## config.mk

```make
export PLATFORM = sky130hd
export DESIGN_NAME = srlc32e_srl
export DESIGN_NICKNAME = d
export VERILOG_FILES = /design/src/rtl/srlc32e_srl.sv
export SDC_FILE = /design/constraint.sdc
export NUM_CORES = 1
export LEC_CHECK = 0
export ABC_AREA = 0
export BUFFER_PORTS_ARGS = -buffer_cell sky130_fd_sc_hd__buf_2
export CAP_MARGIN = 40
export CORE_AREA = 8 8 94 71
export DETAILED_ROUTE_END_ITERATION = 16
export DIE_AREA = 0 0 102 79
export GPL_ROUTABILITY_DRIVEN = 0
export SETUP_SLACK_MARGIN = 0.15
export SLEW_MARGIN = 40
export SYNTH_ARGS = -nofsm -noshare
export SYNTH_HDL_FRONTEND = slang
export SYNTH_SLANG_ARGS = --single-unit
```

## constraint.sdc

```tcl
create_clock -name clk -period 1.8 [get_ports clk]
set_input_delay 0.36 -clock clk [delete_from_list [all_inputs] [get_ports clk]]
set_output_delay 0.36 -clock clk [all_outputs]
set_load 0.02 [all_outputs]
```

## src/rtl/srlc32e_srl.sv

```systemverilog
// 32-deep x 1-bit addressable shift register with clock enable (SRLC32E model).
// Synchronous active-low reset reloads INIT; q is a combinational tap sr[a].
module srlc32e_srl #(
  parameter logic [31:0] INIT = 32'h0000_0000
) (
  input  logic       clk,
  input  logic       rst_n,
  input  logic       ce,
  input  logic       d,
  input  logic [4:0] a,
  output logic       q,
  output logic       q31
);

  // Power-up contents come from the declaration initialiser, matching the
  // FPGA primitive's configuration-time INIT load.
  logic [31:0] sr_q = INIT;
  logic [31:0] sr_d;

  always_comb begin
    sr_d = sr_q;
    if (ce) sr_d = {sr_q[30:0], d};
  end

  always_ff @(posedge clk) begin
    if (!rst_n) sr_q <= INIT;
    else        sr_q <= sr_d;
  end

  // Every 5-bit address names a real stage, so the tap never goes X.
  assign q   = sr_q[a];
  assign q31 = sr_q[31];

endmodule

```

---- After elaboration in Yosys (flattened, before gate mapping) ----
Cells that the tools add are included.
word-level totals
  flip-flop bits (word level) ............. 32
  output and inout bits ................... 2
  word-level logic and storage cells ...... 4
cells by class
  order comparisons ....................... 1
  multiplexer cells ....................... 2
operators by type and width
  cell                number
  $lt 5x6->1 const B  1
  $bmux 1 s5          1
  $mux 1              1

---- Longest topological paths before layout ----
  depth in word-level cells ............... 2
  depth in mapped cells ................... 7

---- Least setup slack after synthesis ----
No wires, ideal clock.
  kind .................................... input to output
  start point ............................. in a[1]
  end point ............................... out q
  data arrival time ....................... 1.333 ns
  data required time ...................... 1.440 ns
  setup slack ............................. 0.107 ns
  stages on the path ...................... 7
  buffers on the path ..................... 2
  path through ............................ buf_6 > buf_12 > mux2i_1 > a22oi_1 > nand3_1 > nand2_1 > a311o_1
on the way
  longest elaborated chain between the ends .. 2
ends and longest elaborated chain
  what                          line  text
  start, declared               10    input logic [4:0] a,
  $bmux 1 s5                    31    assign q = sr_q[a];
  $mux 1 (implied by the code)  31
  end, declared                 11    output logic q,
No other way between the ends. The select of a mux whose other input is x is not followed.

---- Final worst setup path ----
Same ends and word-level chain as after synthesis.

==> results by stage <==
Status:
- The flow ran to the end, but the final reports show violations.
- The final reports fail on negative setup slack.

Power:
- Summed over all cells, the static leakage comes to 0.738 nW.
- The areal power density over the cells is 763 nW/µm².
- The total chip power is 1.38 mW.
- Across the VDD grid, the largest voltage drop is 0.000220 V.

Timing:
- The final number of max-transition violations was 0.
- The final critical path takes up 104% of the cycle.
- The summed negative setup slack over all endpoints is -0.0683 ns.
- At the pin with the least slew margin, the transition time is 0.458 ns.
- The hold violation total from the final report came to 0.
- The minimum clock period is 1.87 ns.
- The post-layout worst setup margin is -0.0683 ns.
- In this run the tightest slew margin relative to its limit is between 60% and 70%.
- The final number of setup-violating endpoints is 1.
- Setup repair after global routing could not meet its margin everywhere.
- On the final layout, the worst clock skew is 0.00642 ns.
- Hold is met by roughly 0.35 ns.
- The highest clock rate is 535 MHz.

Critical path:
- STA puts the critical path data arrival time at around 1.5 ns.
- The critical path in this run is classified as in2out.
- The startpoint identified for the worst register-to-register timing path is sr_q[17].
- The internal reg-to-reg setup slack is 1.15 ns.
- At the worst endpoint, the required time is between 1 and 1.5 ns.
- The critical path startpoint is a[1].
- The kind of capture point of the worst setup path is an output port.
- The maximum net fanout on the critical path is 7.
- For the worst flop-to-flop path, the logic depth is 2.
- STA classifies the critical path startpoint as an input port.
- The capture point of the worst reg-to-reg path is sr_q[17].

Routing:
- The pre-antenna-repair detailed-routing pass consisted of 4 iterations.
- The count of nets left with antenna violations once routing finished came out at 0.
- In the routed design, unresolved DRC markers number 0.
- The first routing iteration left 28 violations.
- The routed layout has 981 vias.
- The post-detailed-route wirelength per cell is 12.9 µm.
- The average vias per placed instance is 4.21.
- The total routed wirelength is 3010 µm.

Placed design:
- The number of instances in the placed design is 225.
- The detailed placement HPWL is roughly 2000 µm.
- During placement, the flow inserted port buffers numbering 10.

Floorplanning:
- The standard-cell row count is 23.
- The placeable core region is 5350 µm².
- The I/O pin total is 11.
- The die covers slightly above 8000 µm².
- The die height is 79 µm.
- The initial core utilization is 28.3%.
- The horizontal die dimension is 102 µm.

Logic synthesis:
- The area of the mapped netlist is between 1500 and 2000 µm².
- Sequential elements use 42.2% of the synthesized area.
- The gate count of the mapped netlist is 144.
- The synthesis warning total is 0.
- Counting flops and latches in the post-synthesis netlist gives 32.
- Counting distinct cell types in the post-synthesis netlist gives 18.
- A synthesized cell averages 10.5 µm².
- The synthesized netlist net count is 153.

Layout:
- The number of flip-flops in the largest register is 32.
- Counting flops per register, the top entry is sr_q.
- The fraction of final layout cells with drive strength greater than 1 is 15.8%.
- The final layout contains 167 nets.
- The non-filler instance count after layout is between 200 and 250.
- 0 antenna diodes ended up in the layout.
- The area growth from synthesis to final layout is 19.1%.
- The count of fill cells added during filler insertion is 573.
- The largest registers in the layout are sr_q (32).

Global route:
- The first global-routing pass estimated 4920 µm of wire.
- The global-route congestion overflow total is 0.
- Global routing used 8.04% of the available tracks.
- The largest net degree at the start of global routing is 33.
- The number of antenna violations at the first check in global routing is 0.
- The number of global-route vias before repair came to 975.

Clock tree:
- Counting every sink on the clock net gives 32.
- The clock input transition at the sequential cells of the worst setup and hold paths is 0.06 ns.
- In this run the number of H-tree levels came out at 2.
- The insertion delay to the later sink of the worst-skew pair is between 0.2 and 0.3 ns.
- Counting along the longest clock path gives a buffer depth of 2.
- The root buffer cell chosen for the clock tree is clkbuf_8.
- TritonCTS built the clock tree.
- The number of buffers inserted during clock tree synthesis is 5.
- The number of setup buffers added after CTS is 0.

Hold path:
- The number of cells traversed by the worst hold path is 3.
- The worst hold path terminates at sr_q[0].
- The kind of path behind the tightest hold check is in2reg.
- The worst hold path startpoint is d.

Run:
- Max-cap violations in this run came to 0.
## worst max-delay path, cell delays in order
cell,delay (ns)
buf_8,0.09
buf_12,0.13
mux2i_2,0.23
a22oi_1,0.09
nand3_1,0.08
nand2_1,0.05
a311o_1,0.33
buf_6,0.14
## area by class of cell
type / instances / area, µm² / share of cell area, %
Clock buffer: 6 / 72.6 / 4.02
Clock inverter: 1 / 5.00 / 0.277
Multi-Input combinational cell: 103 / 825 / 45.7
Sequential cell: 32 / 641 / 35.5
Tap cell: 75 / 93.8 / 5.20
Timing Repair Buffer: 16 / 169 / 9.36
## what timing repair did
action / in CTS / in global routing
gates cloned: 1 / 0
resized for setup: 6 / 3
hold buffers: 0 / 0
setup endpoints to repair: 1 / 1
pin swaps: 5 / 1
## per-stage QoR
stage	utilization [%]	setup WS [ns]	area [µm²]
2_1_floorplan	-	0.107	1520
3_3_place_gp	31.3	-0.119	1670
3_5_place_dp	31.3	-0.158	1670
4_1_cts	33.5	-0.0646	1800
5_1_grt	33.7	-0.140	1810
6_report	33.7	-0.0683	1810
## how the worst max path moves through the flow
stage | slack (ns) | endpoint | depth (start not counted)
detailed placement | -0.16 | q | 8
global route | -0.14 | q | 8
CTS | -0.06 | q | 8
finish | -0.07 | q | 8
global placement | -0.12 | q | 8
floorplan | 0.11 | q | 7
## per-layer routing
layer  vias to the layer above  global-route usage, %  wire [µm]
met5                         -                      0          0
met2                        13                   9.71       1090
met1                       441                   11.3       1720
met3                         5                   3.58        152
met4                         0                   4.38         52
li1                        522                      -          -
## kinds of logic after synthesis
| kind of cell | share of synthesized area (%) |
|---|---|
| buf+inv | 4.04 |
| compound gates | 4.13 |
| mux | 31.7 |
| simple gates | 17.9 |
| flops | 42.2 |
## cells in the final DEF, fill, tap and decap left out, drive strengths merged
| cell | netlist | routed |
|---|---|---|
| a211oi | 1 | 1 |
| a21oi | 3 | 3 |
| a22oi | 4 | 4 |
| a311o | 1 | 1 |
| and2 | 1 | 1 |
| and2b | 1 | 1 |
| buf | 5 | 16 |
| clkbuf | 4 | 6 |
| clkinv | 0 | 1 |
| dfxtp | 32 | 32 |
| mux2i | 48 | 48 |
| nand2 | 6 | 6 |
| nand2b | 1 | 1 |
| nand3 | 2 | 2 |
| nand4b | 1 | 1 |
| nor2 | 1 | 1 |
| nor2b | 33 | 33 |
## Yosys cell counts
master	number	share of area (%)
nand2b_1	1	0.41
buf_6	1	0.74
clkbuf_1	4	0.99
nor2_1	1	0.25
nor2b_1	33	14
nand2_1	6	1.5
dfxtp_1	32	42
and2_1	1	0.41
buf_12	1	1.3
mux2i_1	48	32
a21oi_1	3	0.99
a22oi_1	4	2.0
buf_2	3	0.99
nand4b_1	1	0.58
and2b_1	1	0.50
nand3_1	2	0.66
a311o_1	1	0.66
a211oi_1	1	0.50
## power by group
group / internal [mW] / leakage [nW] / switching (mW) / total, mW
Combinational: 0.0788 / 0.439 / 0.0673 / 0.146
Sequential: 0.711 / 0.258 / 0.00246 / 0.713
Clock: 0.262 / 0.0410 / 0.255 / 0.517
Total: 1.05 / 0.738 / 0.325 / 1.38
(Power assumes the default switching activity.)
